===== src/rtl/uart_pkg.sv =====
// Shared UART definitions: transmit state encoding, character width and default bit timing.
package uart_pkg;

    localparam int UART_DATA_W               = 7;
    localparam int UART_DEFAULT_CLKS_PER_BIT = 434;

    typedef enum logic [2:0] {
        IDLE,
        START,
        DATA,
        PARITY,
        STOP
    } tx_state_t;

endpackage


===== src/rtl/odd_parity_gen.sv =====
// Combinational odd-parity generator: the output makes data plus parity carry an odd number of ones.
module odd_parity_gen
    import uart_pkg::*;
(
    input  logic [UART_DATA_W-1:0] data_i,
    output logic                   parity_o
);

    assign parity_o = ~(^data_i);

endmodule


===== src/rtl/tx_frame_serializer.sv =====
// UART transmit framer/serializer: start, 7 data bits LSB first, odd parity, stop bit(s).
// Define TX_TWO_STOP_EN to send two stop bits instead of one.
module tx_frame_serializer
    import uart_pkg::*;
#(
    parameter int CLKS_PER_BIT = UART_DEFAULT_CLKS_PER_BIT
) (
    input  logic                   clk,
    input  logic                   rst_n,
    input  logic [UART_DATA_W-1:0] tx_data,
    input  logic                   tx_valid,
    output logic                   tx_ready,
    output logic                   tx_serial,
    output logic                   tx_busy,
    output logic                   tx_done
);

    localparam int               CNT_W     = (CLKS_PER_BIT > 1) ? $clog2(CLKS_PER_BIT) : 1;
    localparam logic [CNT_W-1:0] BAUD_LAST = CNT_W'(CLKS_PER_BIT - 1);
    localparam logic [CNT_W-1:0] BAUD_PRE  = CNT_W'(CLKS_PER_BIT - 2);
    localparam logic [CNT_W-1:0] CNT_ONE   = CNT_W'(1);
    localparam logic [2:0]       DATA_LAST = 3'(UART_DATA_W - 1);
`ifdef TX_TWO_STOP_EN
    localparam logic [2:0]       STOP_LAST = 3'd1;
`else
    localparam logic [2:0]       STOP_LAST = 3'd0;
`endif

    tx_state_t              state_q;
    logic [CNT_W-1:0]       cnt_q;
    logic [2:0]             idx_q;
    logic [UART_DATA_W-1:0] shift_q;
    logic                   parity_q;
    logic                   serial_q;
    logic                   busy_q;
    logic                   done_q;
    logic                   par_bit;
    logic                   baud_end;
    logic                   last_stop;

    // Shift register is untouched during START, so it still holds the accepted character.
    odd_parity_gen u_parity (
        .data_i   (shift_q),
        .parity_o (par_bit)
    );

    assign baud_end  = (cnt_q == BAUD_LAST);
    assign last_stop = (state_q == STOP) && (idx_q == STOP_LAST);

    assign tx_ready  = (state_q == IDLE);
    assign tx_serial = serial_q;
    assign tx_busy   = busy_q;
    assign tx_done   = done_q;

    always_ff @(posedge clk or negedge rst_n) begin
        if (!rst_n) begin
            state_q  <= IDLE;
            cnt_q    <= '0;
            idx_q    <= '0;
            shift_q  <= '0;
            parity_q <= 1'b0;
            serial_q <= 1'b1;
            busy_q   <= 1'b0;
            done_q   <= 1'b0;
        end else begin
            // The line follows the state one cycle later; busy and done track the state itself.
            case (state_q)
                START:   serial_q <= 1'b0;
                DATA:    serial_q <= shift_q[0];
                PARITY:  serial_q <= parity_q;
                default: serial_q <= 1'b1;
            endcase

            done_q <= last_stop && (cnt_q == BAUD_PRE);

            if (state_q == START) begin
                parity_q <= par_bit;
            end

            case (state_q)
                IDLE: begin
                    cnt_q <= '0;
                    idx_q <= '0;
                    if (tx_valid) begin
                        shift_q <= tx_data;
                        state_q <= START;
                        busy_q  <= 1'b1;
                    end
                end
                START: begin
                    if (baud_end) begin
                        cnt_q   <= '0;
                        state_q <= DATA;
                    end else begin
                        cnt_q <= cnt_q + CNT_ONE;
                    end
                end
                DATA: begin
                    if (baud_end) begin
                        cnt_q   <= '0;
                        shift_q <= shift_q >> 1;
                        if (idx_q == DATA_LAST) begin
                            idx_q   <= '0;
                            state_q <= PARITY;
                        end else begin
                            idx_q <= idx_q + 3'd1;
                        end
                    end else begin
                        cnt_q <= cnt_q + CNT_ONE;
                    end
                end
                PARITY: begin
                    if (baud_end) begin
                        cnt_q   <= '0;
                        state_q <= STOP;
                    end else begin
                        cnt_q <= cnt_q + CNT_ONE;
                    end
                end
                STOP: begin
                    if (baud_end) begin
                        cnt_q <= '0;
                        if (last_stop) begin
                            idx_q   <= '0;
                            state_q <= IDLE;
                            busy_q  <= 1'b0;
                        end else begin
                            idx_q <= idx_q + 3'd1;
                        end
                    end else begin
                        cnt_q <= cnt_q + CNT_ONE;
                    end
                end
                default: begin
                    state_q <= IDLE;
                    busy_q  <= 1'b0;
                end
            endcase
        end
    end

endmodule


===== config.mk =====
export PLATFORM = sky130hd
export DESIGN_NAME = tx_frame_serializer
export DESIGN_NICKNAME = d
export VERILOG_FILES = /design/src/rtl/uart_pkg.sv /design/src/rtl/odd_parity_gen.sv /design/src/rtl/tx_frame_serializer.sv
export SDC_FILE = /design/constraint.sdc
export NUM_CORES = 1
export LEC_CHECK = 0
export ABC_AREA = 1
export CAP_MARGIN = 20
export CORE_ASPECT_RATIO = 0.9
export CORE_MARGIN = 2
export CORE_UTILIZATION = 28
export DETAILED_ROUTE_END_ITERATION = 8
export GPL_TIMING_DRIVEN = 0
export PLACE_DENSITY = 0.48
export SLEW_MARGIN = 20
export SYNTH_ARGS = -nofsm -noshare
export SYNTH_HDL_FRONTEND = slang
export SYNTH_SLANG_ARGS = --single-unit

===== constraint.sdc =====
create_clock -name clk -period 1.7 [get_ports clk]
set_input_delay 0.34 -clock clk [delete_from_list [all_inputs] [get_ports clk]]
set_output_delay 0.34 -clock clk [all_outputs]
set_load 0.03 [all_outputs]

==> key figures <==
Logic synthesis
  – Avg Synthesized Cell Area: 7.57 um^2
  – Mapped cell area: 1680 um^2
  – YS warnings: 0
  – Synth unique cells: 28
  – Post-synthesis sequential area ratio: 0.388
  – Syn_nets: 238
  – Mapped Cells: 222
  – #FFs+latches synth: 26

Placement
  – HPWL after DPL: 2640 um
  – I/O Buffers: 13
  – Gpl congestion: 0.756
  – Dpl ws: -0.183 ns
  – Placed insts: 305

Clock network
  – CTS Buffer Depth: 2
  – Clk Latency, worst-skew pair: 0.28 ns
  – Root buffer cell: clkbuf_8
  – Clk sink count: 26
  – H-tree depth: 1
  – CTS tree: built
  – CTS clk-pin slew, worst paths: 0.10 ns
  – TritonCTS Buffers: 3

STA
  – Max transition margin: 0.609
  – TNS Setup: 0 ns
  – Final setup fails: 0
  – RSZ-0062 raised after global routing: false
  – Slew Limit Fails: 0
  – Final worst setup slack: 0.0648 ns
  – Period Utilization, post-route: 0.962
  – Worst Tran Pin Value: 0.587 ns
  – Fin crit period: 1.64 ns
  – Fmax achieved: 612 MHz
  – Clk_skew: 0.00946 ns
  – Final Hold Vio Count: 0

Power and ir drop
  – Combinational power share: 0.561
  – Clock network fraction of total power: 0.115
  – Overall Power: 3.23 mW
  – Sw frac: 0.489
  – Internal cell power: 1.65 mW
  – Maximum vdd drop: 0.689 mV
  – Register share of total power: 0.324
  – Leak Pwr: 0.962 nW
  – P_sw: 1.58 mW
  – PwrDens: 1660 nW/um^2

Route
  – DR WL/cell: 11.2 um
  – Drt initial violations: 55
  – 1st-pass router iterations: 4
  – Total Routed Length: 3480 um
  – Vias per Instance: 4.41
  – Total number of vias: 1366
  – DR DRC count: 0
  – Routed Antenna Nets: 0

Worst setup path
  – R2R Path Start: cnt_q[1]
  – CP Launch Type: flip-flop
  – Critical path class: reg -> out
  – CP max stage delay: 0.67 ns
  – FF-to-FF End: cnt_q[5]
  – Worst Reg-to-Reg Cells: 9
  – Worst path slowest cell: clkdlybuf4s50_1
  – Critical Path RT: 1.36 ns
  – Crit end category: output pin
  – Buffers & Inverters on Critical Path: 1
  – Delay-heaviest family, CP: buffers and inverters
  – Critical Path AT: 1.30 ns
  – Worst Path Max Fanout: 2
  – Critical path cell sequence: clkdlybuf4s50_1
  – Worst R2R Setup Slack: 0.22 ns

Global routing
  – First-pass GRT wire length: 6140 um
  – Gr busiest metal: met2
  – Initial antenna violation count: 0
  – GR Util met2: 0.174
  – Met1 Use GR: 0.168
  – Vias in the first global route: 1293
  – Met3 Resource Use GR: 0.0191
  – Largest net degree at the start of global routing: 27
  – Grt total ovfl: 0
  – Total GRT Usage: 0.115

Layout
  – P&R area growth vs syn: 15.8%
  – ANT cells: 0
  – Finished Layout Cells: 310
  – Fillers: 621
  – Multi-input combinational cell area: 885 um^2
  – Post-layout util: 0.340
  – Final #Nets: 257
  – Share of cells above drive strength 1: 0.175
  – FF/Latch Area: 656 um^2

Min path
  – Min-Delay Path Class: in -> async

Floorplanning
  – Core Region: 5730 um^2
  – Full die area: 6640 um^2
  – IO Count: 14
  – Row Count: 26
  – Die X: 85.7 um
  – Initial Utilization: 0.293
  – Die height: 77.5 um

Flow run
  – Max-cap violation count: 0

Run status
  – Status: finished clean
## power groups by stage
stage	logic, mW	clock network (mW)	registers [mW]
final	1.81	0.371	1.05
after global routing	2.07	0.410	1.08
after CTS	1.84	0.383	1.04
after detailed placement	1.83	0	1.04
after global placement	1.82	0	1.04
after floorplan	1.38	0	1.05
## cell type report
type / instances / area share
timing repair buffer: 14 / 0.0650
sequential: 26 / 0.337
inverter: 31 / 0.0624
multi-input combinational: 163 / 0.455
buffer: 2 / 0.0129
clock buffer: 4 / 0.0232
tap: 70 / 0.0450
## cells by family (layout without fill, tap and decap cells)
| logic type | Yosys count | after routing | synth area share |
|---|---|---|---|
| compound gates | 24 | 24 | 0.0938 |
| xor+xnor | 3 | 3 | 0.0156 |
| fa+ha+maj | 6 | 6 | 0.0447 |
| buf+inv | 33 | 51 | 0.0856 |
| flops | 26 | 26 | 0.388 |
| simple gates | 130 | 130 | 0.372 |
## cells in the final DEF (no fill, tap or decap), drive strengths merged
master and count:
nand2 87, inv 31, dfrtp 25, nand3 23, o21ai 18, nor2 17, clkdlybuf4s50 10, ha 6
buf 5, clkbuf 4, xor2 2, o21bai 2, o22ai 2, nor3 1, o2111ai 1, nor4 1
nand4 1, a21oi 1, xnor2 1, dlygate4sd2 1, dfstp 1
## synthesized netlist by cell type
| master | count | area (um^2) |
|---|---|---|
| nand2_4 | 5 | 56.3 |
| nor4_1 | 1 | 6.26 |
| nand3_1 | 22 | 110 |
| a21oi_1 | 1 | 5.00 |
| xor2_1 | 2 | 17.5 |
| inv_2 | 3 | 11.3 |
| o2111ai_1 | 1 | 8.76 |
| nand2_2 | 6 | 37.5 |
| ha_1 | 6 | 75.1 |
| nand2_1 | 76 | 285 |
| buf_2 | 1 | 5.00 |
| o21ai_2 | 7 | 61.3 |
| o21bai_1 | 2 | 15.0 |
| xnor2_1 | 1 | 8.76 |
| o21ai_0 | 10 | 50.1 |
| dfrtp_1 | 25 | 626 |
| nor2_4 | 4 | 45.0 |
| nor2_1 | 10 | 37.5 |
| nand3_4 | 1 | 17.5 |
| buf_12 | 1 | 20.0 |
| inv_4 | 1 | 6.26 |
| dfstp_2 | 1 | 26.3 |
| nor2_2 | 3 | 18.8 |
| nand4_1 | 1 | 6.26 |
| nor3_1 | 1 | 5.00 |
| o21ai_1 | 1 | 5.00 |
| inv_1 | 27 | 101 |
| o22ai_1 | 2 | 12.5 |
## per-stage QoR
stage / hold WS (ns) / instance area [um^2]
2_1_floorplan: 0.0444 / 1680
3_3_place_gp: 0.468 / 1900
3_5_place_dp: 0.387 / 1890
4_1_cts: 0.0784 / 1950
5_1_grt: 0.107 / 1950
6_report: 0.0497 / 1950
## metal layers
| layer | share of wire | vias to the layer above |
|---|---|---|
| met5 | 0 | - |
| met4 | 0.014 | 0 |
| met3 | 0.017 | 4 |
| met2 | 0.41 | 9 |
| met1 | 0.56 | 621 |
| li1 | - | 732 |
## registers in the layout, indices dropped and copies added (netlist names)
signal	flops
tx_busy	1
cnt_q	9
tx_serial	1
tx_done	1
idx_q	3
shift_q	7
parity_q	1
state_q	3
## repair_timing
item                       4_1_cts  5_1_grt
setup endpoints to repair        2        0
resized for setup               10        0
hold buffers                     0        0
buffers inserted                 1        0
## how the worst max path moves through the flow
stage,end,slack (ns),from,cells after the start
5_1_grt,tx_busy,0.02,tx_busy,1
4_1_cts,tx_busy,0.06,tx_busy,1
3_5_place_dp,tx_ready,-0.18,state_q[0],4
3_3_place_gp,tx_ready,-0.18,state_q[0],4
6_report,tx_busy,0.06,tx_busy,1
2_1_floorplan,idx_q[0],0.38,cnt_q[1],9
Power figures use the tool's default switching activity.
==> variant, RTL diff (same settings) <==
Compare `cnt_q` against `BAUD_PRE` with >= in place of ==.
--- a/src/rtl/tx_frame_serializer.sv
+++ b/src/rtl/tx_frame_serializer.sv
@@ -71,7 +71,7 @@
                 default: serial_q <= 1'b1;
             endcase
 
-            done_q <= last_stop && (cnt_q == BAUD_PRE);
+            done_q <= last_stop && (cnt_q >= BAUD_PRE);
 
             if (state_q == START) begin
                 parity_q <= par_bit;
Function: no difference found for any inputs over 10 cycles, from zero or initial values and one cycle with rst_n low; that may be too few to reach the edited logic, so the function may still have changed.
==> variant against the original RTL <==
- critical endpoint unchanged
- cell area is 2.8% higher
- sequential cell count stayed put
- count of clock-buffer cells in the layout stayed put
- non-clock buffer count stayed put
- power is 3.4% higher
- routed wire length is 1.7% higher
- worst setup slack worse by 0.021 ns
- global-route usage is 0.28 points lower
- sequential share of layout area is 0.97 points lower
- area after synthesis is 2.7% higher
- highest routed layer unchanged
==> variant: results (changes against the original RTL) <==
* Status: completed
* Nets at 261 (+1.6%)
* Final non-filler cell total at 316 (+1.9%)
* Postcts setup bufs at 0 (-1)
* Number of global-route vias before repair at 1,345 (+4.0%)
* Crit path max fanout at 2 (unchanged)
* End of the worst register-to-register path: idx_q[2]
* Maximum VDD drop at 0.000419 V (-39%)
* Yosys warning count at 0 (unchanged)
* PortBufs at 13 (unchanged)
* GRT Overall Usage at 0.112 (-0.00282)
* Syn Area/Cell at 7.60 um2 (+0.42%)
* Sw Ratio at 0.480 (-0.00901)
* Iteration-0 DRC Markers at 79 (+44%)
* Post-Syn Nets at 243 (+2.1%)
* Fillers at 640 (+3.1%)
* Worst Setup EP: tx_busy
* P_clk at 0.406 mW (+9.4%)
* Dpl cells at 312 (+2.3%)
* Largest cells by area after synthesis: dfrtp_1, nand2_1, nand3_1, inv_1, ha_1
* Register area share after synthesis at 0.378 (-0.0101)
* GPL Wtd Cong at 0.786 (+4.0%)
* Leak at 0.991 nW (+3.0%)
* Power Internal at 1.74 mW (+5.2%)
* Wire per inst at 11.2 um (-0.26%)
* Hpwl dp at 2.67 mm (+0.97%)
* Library cells used by synthesis at 29 (+3.6%)
* Top post-synthesis cells by count: nand2_1, inv_1, dfrtp_1, nand3_1, o21ai_0
* Setup Skew at 0.00417 ns (-0.00529 ns)
==> variant: changes by cell type in the layout (fill, tap and decap cells not counted), sizes merged <==
cell / change
a21oi: +2
nand3b: +1
nor3: +1
nor2: -4
o2111ai: -1
buf: -1
clkbuf: +1
nand3: +1
o21bai: -2
o21ai: +2
o22ai: +1
nand2: -1
a31oi: +1
nand4: +3
==> variant: worst min path at each step <==
stage	startpoint	to	slack, ns	depth (start not counted)
after CTS	rst_n	cnt_q[0]	0.09	1
final	rst_n	cnt_q[0]	0.08	1
after detailed placement	rst_n	cnt_q[0]	0.40	1
after global placement	parity_q	parity_q	0.47	2
after floorplan	rst_n	cnt_q[0]	0.04	0
after global routing	rst_n	shift_q[6]	0.11	1
==> variant: through the flow <==
| stage | setup slack (ns) | util | setup TNS (ns) |
|---|---|---|---|
| 6_report | 0.0437 | 0.331 | 0 |
| 5_1_grt | 0.000320 | 0.331 | 0 |
| 4_1_cts | 0.0258 | 0.329 | 0 |
| 3_5_place_dp | -0.124 | 0.321 | -0.124 |
| 3_3_place_gp | -0.150 | 0.322 | -3.83 |
| 2_1_floorplan | 0.349 | - | 0 |
==> variant: per-layer routing <==
metal | up-vias | wire length, um | global-route usage
li1 | 759 | - | -
met1 | 655 | 1980 | 0.172
met2 | 7 | 1470 | 0.159
met3 | 2 | 45 | 0.0147
met4 | 0 | 36 | 0.0391
met5 | - | 0 | 0
==> variant: worst register-to-register path, delay by kind of cell (launching register included) <==
family,cells,cell delay [ns]
adders and majority gates,1,0.14
buffers and inverters,1,0.09
DFF,1,0.41
and+or+nand+nor,7,0.73
==> variant: area by class of cell <==
| class | count | area [um2] | share of cell area |
|---|---|---|---|
| multi-input combinational | 167 | 926 | 0.463 |
| timing repair buffer | 13 | 121 | 0.0607 |
| inverter | 31 | 116 | 0.0582 |
| sequential | 26 | 654 | 0.327 |
| buffer | 3 | 36.3 | 0.0181 |
| tap | 72 | 90.1 | 0.0451 |
| clock buffer | 4 | 55.1 | 0.0275 |
==> variant: cells by family (layout without fill, tap and decap cells) <==
| logic type | Yosys count | count (layout) | share of synthesized area |
|---|---|---|---|
| AOI/OAI and AO/OA | 27 | 27 | 0.101 |
| xor gates and xnor gates | 3 | 3 | 0.0152 |
| adders and majority gates | 6 | 6 | 0.0435 |
| buffers and inverters | 34 | 51 | 0.0885 |
| DFF | 26 | 26 | 0.378 |
| and+or+nand+nor | 131 | 131 | 0.374 |
==> variant: what timing repair did <==
action                                  4_1_cts  5_1_grt
gates resized for setup                       7        3
endpoints found under the setup margin        2        4
pin swaps                                     0        0
